==> src/rtl/trophy_pkg.sv <==
// Shared definitions for the trophy spawn scheduler: coordinate width,
// slot index width, off-board sentinel coordinates and the FSM state enum.
package trophy_pkg;

    localparam int COORD_W = 5;
    // Wide enough for slot indices 0..6 (up to 7 trophy slots).
    localparam int IDX_W   = 3;

    // Unplaced slots are parked here. The point lies outside every legal board,
    // so it can never collide with a real player position.
    localparam logic [COORD_W-1:0] ROW_OFF = 5'd23;
    localparam logic [COORD_W-1:0] COL_OFF = 5'd31;

    typedef enum logic [2:0] {
        ST_IDLE,
        ST_REQ,
        ST_CHECK,
        ST_COMMIT,
        ST_PLAY,
        ST_DONE
    } state_t;

endpackage

==> src/rtl/trophy_collision_check.sv <==
// Combinational acceptance test for a trophy candidate position.
// Ports:
//   cand_r_i/cand_c_i     candidate row/column
//   player_r_i/player_c_i current player row/column
//   slot_r_i/slot_c_i     packed slot coordinates, slot k at [5k+4:5k]
//   idx_i                 slot being filled; only slots below it are compared
//   reject_o              candidate is off-board, on the player or on a placed slot
module trophy_collision_check
    import trophy_pkg::*;
#(
    parameter int N_TROPHY = 3,
    parameter int ROW_MAX  = 18,
    parameter int COL_MAX  = 26
) (
    input  logic [COORD_W-1:0]          cand_r_i,
    input  logic [COORD_W-1:0]          cand_c_i,
    input  logic [COORD_W-1:0]          player_r_i,
    input  logic [COORD_W-1:0]          player_c_i,
    input  logic [COORD_W*N_TROPHY-1:0] slot_r_i,
    input  logic [COORD_W*N_TROPHY-1:0] slot_c_i,
    input  logic [IDX_W-1:0]            idx_i,
    output logic                        reject_o
);

    localparam logic [COORD_W-1:0] ROW_LIM = COORD_W'(ROW_MAX);
    localparam logic [COORD_W-1:0] COL_LIM = COORD_W'(COL_MAX);

    always_comb begin
        reject_o = 1'b0;
        if ((cand_r_i >= ROW_LIM) || (cand_c_i >= COL_LIM)) begin
            reject_o = 1'b1;
        end
        if ((cand_r_i == player_r_i) && (cand_c_i == player_c_i)) begin
            reject_o = 1'b1;
        end
        // Slots at or above idx still hold the sentinel and are not yet placed.
        for (int j = 0; j < N_TROPHY; j++) begin
            if ((IDX_W'(j) < idx_i) &&
                (slot_r_i[j*COORD_W +: COORD_W] == cand_r_i) &&
                (slot_c_i[j*COORD_W +: COORD_W] == cand_c_i)) begin
                reject_o = 1'b1;
            end
        end
    end

endmodule

==> src/rtl/trophy_spawn_scheduler.sv <==
// Places trophies from an external random coordinate source at round start,
// then retires them as the player walks over them and flags round completion.
// Ports:
//   clk, rst_n            clock, asynchronous active-low reset
//   game_start            one-cycle pulse that (re)starts a round from any state
//   row, column           player position
//   rnd_req               ready toward the random source (high in REQ)
//   rnd_valid, rnd_r/c    candidate handshake and coordinates
//   trophy_r, trophy_c    packed slot coordinates, slot k at [5k+4:5k]
//   trophy_alive          per-slot placed-and-not-collected flags
//   busy                  placement in progress
//   place_fail            sticky: a slot ran out of retries this round
//   all_collected         round finished, every placed trophy collected
module trophy_spawn_scheduler
    import trophy_pkg::*;
#(
    parameter int N_TROPHY  = 3,
    parameter int ROW_MAX   = 18,
    parameter int COL_MAX   = 26,
    parameter int RETRY_MAX = 15
) (
    input  logic                        clk,
    input  logic                        rst_n,
    input  logic                        game_start,
    input  logic [COORD_W-1:0]          row,
    input  logic [COORD_W-1:0]          column,
    output logic                        rnd_req,
    input  logic                        rnd_valid,
    input  logic [COORD_W-1:0]          rnd_r,
    input  logic [COORD_W-1:0]          rnd_c,
    output logic [COORD_W*N_TROPHY-1:0] trophy_r,
    output logic [COORD_W*N_TROPHY-1:0] trophy_c,
    output logic [N_TROPHY-1:0]         trophy_alive,
    output logic                        busy,
    output logic                        place_fail,
    output logic                        all_collected
);

    localparam int RETRY_W = (RETRY_MAX < 2) ? 1 : $clog2(RETRY_MAX + 1);
    localparam logic [RETRY_W-1:0]          RETRY_LIM = RETRY_W'(RETRY_MAX);
    localparam logic [IDX_W-1:0]            LAST_IDX  = IDX_W'(N_TROPHY - 1);
    localparam logic [COORD_W*N_TROPHY-1:0] ROW_PARK  = {N_TROPHY{ROW_OFF}};
    localparam logic [COORD_W*N_TROPHY-1:0] COL_PARK  = {N_TROPHY{COL_OFF}};

    state_t                      state_q, state_d;
    logic [IDX_W-1:0]            idx_q, idx_d;
    logic [RETRY_W-1:0]          retry_q, retry_d;
    logic [RETRY_W-1:0]          retry_inc;
    logic [COORD_W*N_TROPHY-1:0] slot_r_q, slot_r_d;
    logic [COORD_W*N_TROPHY-1:0] slot_c_q, slot_c_d;
    logic [N_TROPHY-1:0]         alive_q, alive_d;
    logic                        fail_q, fail_d;
    logic                        busy_q, done_q;
    logic [COORD_W-1:0]          cand_r_q, cand_c_q;
    logic                        reject;

    trophy_collision_check #(
        .N_TROPHY (N_TROPHY),
        .ROW_MAX  (ROW_MAX),
        .COL_MAX  (COL_MAX)
    ) u_check (
        .cand_r_i   (cand_r_q),
        .cand_c_i   (cand_c_q),
        .player_r_i (row),
        .player_c_i (column),
        .slot_r_i   (slot_r_q),
        .slot_c_i   (slot_c_q),
        .idx_i      (idx_q),
        .reject_o   (reject)
    );

    assign retry_inc = retry_q + RETRY_W'(1);

    always_comb begin
        state_d  = state_q;
        idx_d    = idx_q;
        retry_d  = retry_q;
        slot_r_d = slot_r_q;
        slot_c_d = slot_c_q;
        alive_d  = alive_q;
        fail_d   = fail_q;

        unique case (state_q)
            ST_IDLE: ;
            ST_REQ: begin
                if (rnd_valid) state_d = ST_CHECK;
            end
            ST_CHECK: begin
                if (reject) begin
                    retry_d = retry_inc;
                    // Giving up leaves this and all later slots parked and dead.
                    if (retry_inc == RETRY_LIM) begin
                        fail_d  = 1'b1;
                        state_d = ST_PLAY;
                    end else begin
                        state_d = ST_REQ;
                    end
                end else begin
                    state_d = ST_COMMIT;
                end
            end
            ST_COMMIT: begin
                for (int k = 0; k < N_TROPHY; k++) begin
                    if (idx_q == IDX_W'(k)) begin
                        slot_r_d[k*COORD_W +: COORD_W] = cand_r_q;
                        slot_c_d[k*COORD_W +: COORD_W] = cand_c_q;
                        alive_d[k]                     = 1'b1;
                    end
                end
                retry_d = '0;
                if (idx_q == LAST_IDX) begin
                    state_d = ST_PLAY;
                end else begin
                    idx_d   = idx_q + IDX_W'(1);
                    state_d = ST_REQ;
                end
            end
            ST_PLAY: begin
                // Collected slots keep their coordinates; only the alive bit drops.
                for (int k = 0; k < N_TROPHY; k++) begin
                    if (alive_q[k] &&
                        (slot_r_q[k*COORD_W +: COORD_W] == row) &&
                        (slot_c_q[k*COORD_W +: COORD_W] == column)) begin
                        alive_d[k] = 1'b0;
                    end
                end
                // Uses the registered flags so DONE follows the last clear by one edge.
                if (alive_q == '0) state_d = ST_DONE;
            end
            ST_DONE: ;
            default: state_d = ST_IDLE;
        endcase

        // A restart overrides everything else, including a same-cycle collection.
        if (game_start) begin
            state_d  = ST_REQ;
            idx_d    = '0;
            retry_d  = '0;
            slot_r_d = ROW_PARK;
            slot_c_d = COL_PARK;
            alive_d  = '0;
            fail_d   = 1'b0;
        end
    end

    always_ff @(posedge clk or negedge rst_n) begin
        if (!rst_n) begin
            state_q  <= ST_IDLE;
            idx_q    <= '0;
            retry_q  <= '0;
            slot_r_q <= ROW_PARK;
            slot_c_q <= COL_PARK;
            alive_q  <= '0;
            fail_q   <= 1'b0;
            busy_q   <= 1'b0;
            done_q   <= 1'b0;
        end else begin
            state_q  <= state_d;
            idx_q    <= idx_d;
            retry_q  <= retry_d;
            slot_r_q <= slot_r_d;
            slot_c_q <= slot_c_d;
            alive_q  <= alive_d;
            fail_q   <= fail_d;
            // Status flags are registered from the next state so they align with it.
            busy_q   <= (state_d == ST_REQ) || (state_d == ST_CHECK) ||
                        (state_d == ST_COMMIT);
            done_q   <= (state_d == ST_DONE);
        end
    end

    // Candidate holding register; only meaningful in CHECK/COMMIT, so no reset.
    always_ff @(posedge clk) begin
        if ((state_q == ST_REQ) && rnd_valid) begin
            cand_r_q <= rnd_r;
            cand_c_q <= rnd_c;
        end
    end

    assign rnd_req       = (state_q == ST_REQ);
    assign trophy_r      = slot_r_q;
    assign trophy_c      = slot_c_q;
    assign trophy_alive  = alive_q;
    assign busy          = busy_q;
    assign place_fail    = fail_q;
    assign all_collected = done_q;

endmodule

==> config.mk <==
export PLATFORM = sky130hd
export DESIGN_NAME = trophy_spawn_scheduler
export DESIGN_NICKNAME = d
export VERILOG_FILES = /design/src/rtl/trophy_pkg.sv /design/src/rtl/trophy_collision_check.sv /design/src/rtl/trophy_spawn_scheduler.sv
export SDC_FILE = /design/constraint.sdc
export NUM_CORES = 1
export LEC_CHECK = 0
export BUFFER_PORTS_ARGS = -buffer_cell sky130_fd_sc_hd__buf_2
export CAP_MARGIN = 20
export CORE_ASPECT_RATIO = 0.5
export CORE_MARGIN = 3
export CORE_UTILIZATION = 55
export DETAILED_ROUTE_END_ITERATION = 10
export HOLD_SLACK_MARGIN = 0.03
export PLACE_DENSITY = 0.78
export SLEW_MARGIN = 15
export SYNTH_ARGS = -nofsm -noshare
export SYNTH_HDL_FRONTEND = slang
export SYNTH_HIERARCHICAL = 1
export SYNTH_SLANG_ARGS = --single-unit
==> constraint.sdc <==
create_clock -name clk -period 3.25 [get_ports clk]
set_clock_uncertainty 0.05 [all_clocks]
set_input_delay 0.325 -clock clk [delete_from_list [all_inputs] [get_ports clk]]
set_output_delay 0.325 -clock clk [all_outputs]
set_load 0.1 [all_outputs]
## Word-level counts from Yosys, hierarchy flattened

Cells that the tools add are included.

| cells by class | value |
|---|---|
| $add $sub $neg | 2 |
| $lt $le $gt $ge | 5 |
| equality and inequality tests | 34 |
| multiplexer cells | 40 |
| reduce and logical (&&, ||, !) cells | 39 |

Operators with widths:

| cell | number |
|---|---|
| $eq A5 B5 Y1 | 14 |
| $mux W15 | 4 |
| $mux W3 | 10 |
| $mux W5 | 6 |
| $ne A3 B3 Y1 const B | 7 |
| $eq A3 B2 Y1 const B | 5 |
| $mux W1 | 15 |
| $pmux W3 S5 | 1 |
| $logic_and A1 B1 Y1 | 14 |
| $reduce_bool A2 Y1 | 7 |
| $reduce_and A3 Y1 | 4 |
| $ge A5 B5 Y1 const B | 2 |
| $reduce_and A2 Y1 | 5 |
| $eq A3 B1 Y1 const B | 3 |
| $eq A3 B3 Y1 const B | 3 |
| $logic_not A3 Y1 | 3 |
| $mux W4 | 2 |
| $pmux W4 S2 | 1 |
| $lt A1 B3 Y1 const A | 2 |
| $pmux W3 S2 | 1 |
| $reduce_bool A3 Y1 | 2 |
| $add A4 B1 Y4 const B | 1 |
| $eq A4 B4 Y1 const B | 1 |
| $add A3 B1 Y3 const B | 1 |
| other kinds (4) | 6 |

| storage, ports and cells | value |
|---|---|
| bits in registers | 56 |
| input port bits | 24 |
| output and inout bits | 37 |
| logic and storage cells | 137 |

## Longest topological paths before layout

| logic depth | value |
|---|---|
| depth in word-level cells | 13 |
| mapped depth | 11 |
| depth with buffers taken out | 9 |

## Cells and area by module

The synthesis kept the hierarchy.

By module, submodules not included:

| module | instances | cells each | area each (um^2) | seq. area each (um^2) |
|---|---|---|---|---|
| trophy_spawn_scheduler | 1 | 274 | 2912.8 | 1485.2 |
| trophy_collision_check | 1 | 69 | 566.8 | 0.0 |

## Worst setup path after synthesis

No wires, ideal clock.

| path | value |
|---|---|
| path kind | register to register |
| start point | reg slot_r_q[8], in the netlist trophy_r[8] |
| end point | reg busy_q, in the netlist busy |
| library setup time | 0.126 ns |
| arrival time | 2.552 ns |
| data required time | 3.074 ns |
| path slack | 0.522 ns |
| cell stages (with the launch flop) | 11 |
| path buffers | 1 |
| period minus slack after synthesis | 2.728 ns |
| path through | dfrtp_1 -> xnor2_1 -> nand4_1 -> nor4_2 -> a41oi_1 -> nand3_1 -> clkbuf_1 -> and4b_1 -> o21ai_0 -> and3_1 -> o32a_1 |

| on the way | value |
|---|---|
| cells in the longest elaborated chain, start to end | 11 |
| elaborated cells on any way between the ends | 13 |
| classes of those cells | eq/ne: 4; mux: 5; reduce/logical: 4 |

Ends and longest elaborated chain:

| element | RTL line | source |
|---|---|---|
| start: declaration | trophy_spawn_scheduler.sv:49 | `logic [COORD_W*N_TROPHY-1:0] slot_r_q, slot_r_d;` |
| start signal: assignment | trophy_spawn_scheduler.sv:161 | `slot_r_q <= slot_r_d;` |
| $eq A5 B5 Y1 * | trophy_collision_check.sv:39 | `(slot_r_i[j*COORD_W +: COORD_W] == cand_r_i) &&` |
| $logic_and A1 B1 Y1 * | trophy_collision_check.sv:38 | `if ((IDX_W'(j) < idx_i) &&` |
| $logic_and A1 B1 Y1 * | trophy_collision_check.sv:39 |  |
| $mux W1 * (2 in a row) | trophy_collision_check.sv:38 |  |
| net reject | trophy_spawn_scheduler.sv:55 | `logic reject;` |
| $mux W3 * | trophy_spawn_scheduler.sv:89 | `if (reject) begin` |
| $pmux W3 S5 * | trophy_spawn_scheduler.sv:83 | `unique case (state_q)` |
| $mux W3 * | trophy_spawn_scheduler.sv:135 | `if (game_start) begin` |
| $eq A3 B1 Y1 or $eq A3 B2 Y1 (tied branches) | trophy_spawn_scheduler.sv:166 | `busy_q <= (state_d == ST_REQ) \|\| (state_d == ST_CHECK) \|\|` |
| $logic_or A1 B1 Y1 | trophy_spawn_scheduler.sv:166 |  |
| $logic_or A1 B1 Y1 * | trophy_spawn_scheduler.sv:166 |  |
| end signal: assignment | trophy_spawn_scheduler.sv:166 |  |
| end: declaration | trophy_spawn_scheduler.sv:53 | `logic busy_q, done_q;` |

The timed path passes the listed nets; every way through them passes the cells marked *.
A chain may end at the register's enable or synchronous reset.

## Final worst setup path

| path | value |
|---|---|
| start point | reg cand_c_q[3] |
| end point | reg busy_q, in the netlist busy |

| on the way | value |
|---|---|
| cells in the longest elaborated chain, start to end | 13 |
| elaborated cells on any way between the ends | 23 |
| classes of those cells | order compare: 1; eq/ne: 7; mux: 8; reduce/logical: 7 |

Ends and longest elaborated chain:

| element | RTL line | source |
|---|---|---|
| start: declaration | trophy_spawn_scheduler.sv:54 | `logic [COORD_W-1:0] cand_r_q, cand_c_q;` |
| start signal: assignment | trophy_spawn_scheduler.sv:176 | `cand_c_q <= rnd_c;` |
| $ge A5 B5 Y1 | trophy_collision_check.sv:30 | `if ((cand_r_i >= ROW_LIM) \|\| (cand_c_i >= COL_LIM)) begin` |
| $logic_or A1 B1 Y1 | trophy_collision_check.sv:30 |  |
| $mux W1 | trophy_collision_check.sv:30 |  |
| $mux W1 | trophy_collision_check.sv:33 | `if ((cand_r_i == player_r_i) && (cand_c_i == player_c_i)) begin` |
| $mux W1 (2 in a row) | trophy_collision_check.sv:38 |  |
| $mux W1 * | trophy_collision_check.sv:38 |  |
| net reject | trophy_spawn_scheduler.sv:55 |  |
| $mux W3 * | trophy_spawn_scheduler.sv:89 |  |
| $pmux W3 S5 * | trophy_spawn_scheduler.sv:83 |  |
| $mux W3 * | trophy_spawn_scheduler.sv:135 |  |
| $eq A3 B1 Y1 or $eq A3 B2 Y1 (tied branches) | trophy_spawn_scheduler.sv:166 |  |
| $logic_or A1 B1 Y1 | trophy_spawn_scheduler.sv:166 |  |
| $logic_or A1 B1 Y1 * | trophy_spawn_scheduler.sv:166 |  |

Marks and branches as above.

==> flow_metrics.tcl <==
set metrics [dict create \
    outcome "completed" \
    worstPathRequired_ns 3.37 \
    clock_sinks 56 \
    drive_above_1_share 0.263 \
    synth_flop_cell "dfstp_2" \
    synth_area_per_cell_um2 10.1 \
    ys_seq_area_frac 0.427 \
    synthCells 343 \
    hp-class "in -> reg" \
    rsz0062_at_grt "no" \
    grt.total_usage 0.247 \
    path_buf_inv 0 \
    die-area_mm2 0.00738 \
    finalCoreUtilization 0.675 \
    synth_fp_nets 373 \
    yosys_warnings 6 \
    grt_pass1_vias 2748 \
    port_buffers 60 \
    async_flop_share 0.821 \
    cp-start-kind "flip-flop" \
    via_per_inst 5.83 \
    antennaDiodeCount 0 \
    hpwl_um 6290 \
    fin_crit_sh 0.855 \
    wl_per_cell_um 18.4 \
    path_class "reg -> reg" \
    place_inst 465 \
    clock_latency_ns 0.29 \
    irDropWorstVdd_mv 0.238 \
    wl_met3_um 745 \
    fillers 492 \
    hold_violations 0 \
    slew_viol_final 0 \
    min_period_ns 2.78 \
    slew_headroom 0.499 \
    cts_setup_buffers 0 \
    drt-initial-drc-count 248 \
    grt_pass1_wl_um 14700 \
    drc 0 \
    hold_slack_ns 0.157 \
    cts.path.max_buffers 2 \
    fmax_mhz 360 \
    critPathTopFamily "simple AND/OR/NAND/NOR gates" \
    layout-area-overhead-vs-synth_pct 12.4 \
    firstDrtPassIters 5 \
    coreArea_mm2 0.00580 \
    initial_core_util 0.600 \
    slowest_stage "edfxtp_1" \
    synth_area_leaders "dfstp_2 20%, dfrtp_1 14%, xnor2_1 12%" \
    worst_slack_ns 0.470 \
    tightest_slew_ns 0.752 \
    die_w_um 118 \
    synth_top_area_frac 0.204 \
    wl_met2_um 3830 \
    path_max_fanout 8 \
    wl_met1_um 4090 \
    max_cap_violations 0 \
    synth_top_area_cell "dfstp_2" \
    cts_tree "built" \
    routed_wl_um 8760 \
    yosysUniqueCellTypes 47 \
    setup_viol 0 \
    io_pins 61 \
    core.rowCount 19 \
    power.density_mw_per_mm2 437 \
    critPathCaptureType "flip-flop" \
    numCtsBuffers 5 \
    dp_slack_ns 0.579 \
    layout.nets 420 \
    num_vias 2770 \
    top_layer "met4" \
    p_leak_nw 1.59 \
    ant_nets 0 \
    synthesis.area_mm2 0.00348 \
    cts-root-buf "clkbuf_16" \
    stdcell_count 475 \
    die_y_um 62.2 \
    clk_pin_slew_worst_paths_ns 0.07 \
    place.gp.congestion 1.02 \
    setup-tns-final_ns 0 \
    ys_ff_latch 56 \
    antenna_found_initial 0 \
    h-tree-depth 2 \
    synth_edf_count 10 \
    cp_cell_sequence "xor2_1, nor4_1, nand3_1, nand3_1, and4b_1, o21ai_0, and3_1, o32a_1" \
    slowest_delay_ns 0.59 \
    gr-total-overflow 0 \
    arrival_ns 2.90 \
    cp_common_cell "nand3_1" \
    grt_max_degree 47 \
]
-- stage by stage --
stage          area, um2  power [mW]
2_1_floorplan       3480        1.10
3_3_place_gp        3740        1.18
3_5_place_dp        3740        1.18
4_1_cts             3880        1.71
5_1_grt             3910        1.79
6_report            3910        1.71
-- Yosys cell counts (2+ instances only) --
library cell	number
inv_1	4
buf_2	7
a211o_1	9
dfrtp_1	19
nand3b_1	19
nor4_1	5
mux2i_1	5
edfxtp_1	10
nand3_1	12
nand2b_1	3
nand4_1	8
xor2_1	23
nor3b_1	4
ha_1	6
clkbuf_1	8
dfstp_2	27
nor3_1	4
o41ai_1	3
and4b_1	3
and3b_1	2
a21oi_1	10
and3_1	4
buf_6	7
nor2b_4	2
and2_1	9
a2bb2oi_1	2
xnor2_1	47
a31oi_1	3
nor2b_1	4
nor2_1	8
nand2_1	46
o21ai_0	2
o211ai_1	2
a21o_1	3
-- cells in the final DEF, fill, tap and decap left out, types with 4 or more instances in the layout --
cell	n
a21oi_1	10
nand3_1	12
nand2_1	46
nand3b_1	19
buf_2	60
a211o_1	9
ha_1	6
xor2_1	23
nand4_1	8
nor2_1	8
mux2i_1	5
nor2b_1	4
dfrtp_1	19
and2_1	9
xnor2_1	47
and3_1	4
nor3_1	4
nor3b_1	4
nor4_1	5
edfxtp_1	10
clkbuf_16	5
inv_1	4
dfstp_2	27
-- final timing paths --
path / startpoint / to / slack [ns] / cells after the start
setup / recovery: cand_c_q[3] / busy / 0.47 / 8
min in group asynchronous: rst_n / state_q[0] / 0.48 / 2
setup reg to reg: cand_c_q[3] / busy / 0.47 / 8
hold / removal: rnd_r[4] / cand_r_q[4] / 0.16 / 1
max in group asynchronous: rst_n / trophy_r[12] / 2.09 / 3
hold reg to reg: trophy_r[14] / trophy_r[14] / 0.47 / 2
-- what timing repair did --
item | in CTS | in global routing
hold endpoints to repair | 0 | 8
gates resized for setup | 0 | 0
hold buffers | 0 | 1
-- metal layers --
metal,vias up,global-route usage
met5,-,0
met4,0,0.0462
met3,12,0.0626
met2,126,0.375
met1,1365,0.364
li1,1267,-
-- final cells by class --
class / instances / area, um2 / area share
Inverter: 5 / 18.8 / 0.00480
Multi-Input combinational cell: 260 / 1830 / 0.468
Sequential cell: 56 / 1490 / 0.380
Timing Repair Buffer: 62 / 330 / 0.0844
Clock buffer: 6 / 129 / 0.0329
Clock inverter: 2 / 12.5 / 0.00320
Tap cell: 84 / 105 / 0.0269
-- logic make-up (layout without fill, tap and decap cells) --
kind of cell    count (synthesis)  in the layout  share of synthesized area
compound gates                 39             39                     0.0798
simple gates                  139            139                      0.230
flops                          56             56                      0.427
mux                             5              5                     0.0144
fa+ha+maj                       6              6                     0.0216
xor+xnor                       71             71                      0.181
buf+inv                        27             75                     0.0467
-- state kept, by name, summed over array words and instances, names as in the netlist --
name / cells
place_fail: 1
idx_q: 3
trophy_alive: 3
trophy_c: 15
cand_r_q: 5
state_q: 3
cand_c_q: 5
trophy_r: 15
retry_q: 4
busy: 1
all_collected: 1
-- where the power goes --
part	internal (mW)	switching [mW]
Sequential	0.756	0.0600
Clock	0.285	0.246
Combinational	0.117	0.245
Total	1.16	0.551
(Power assumes the default switching activity.)
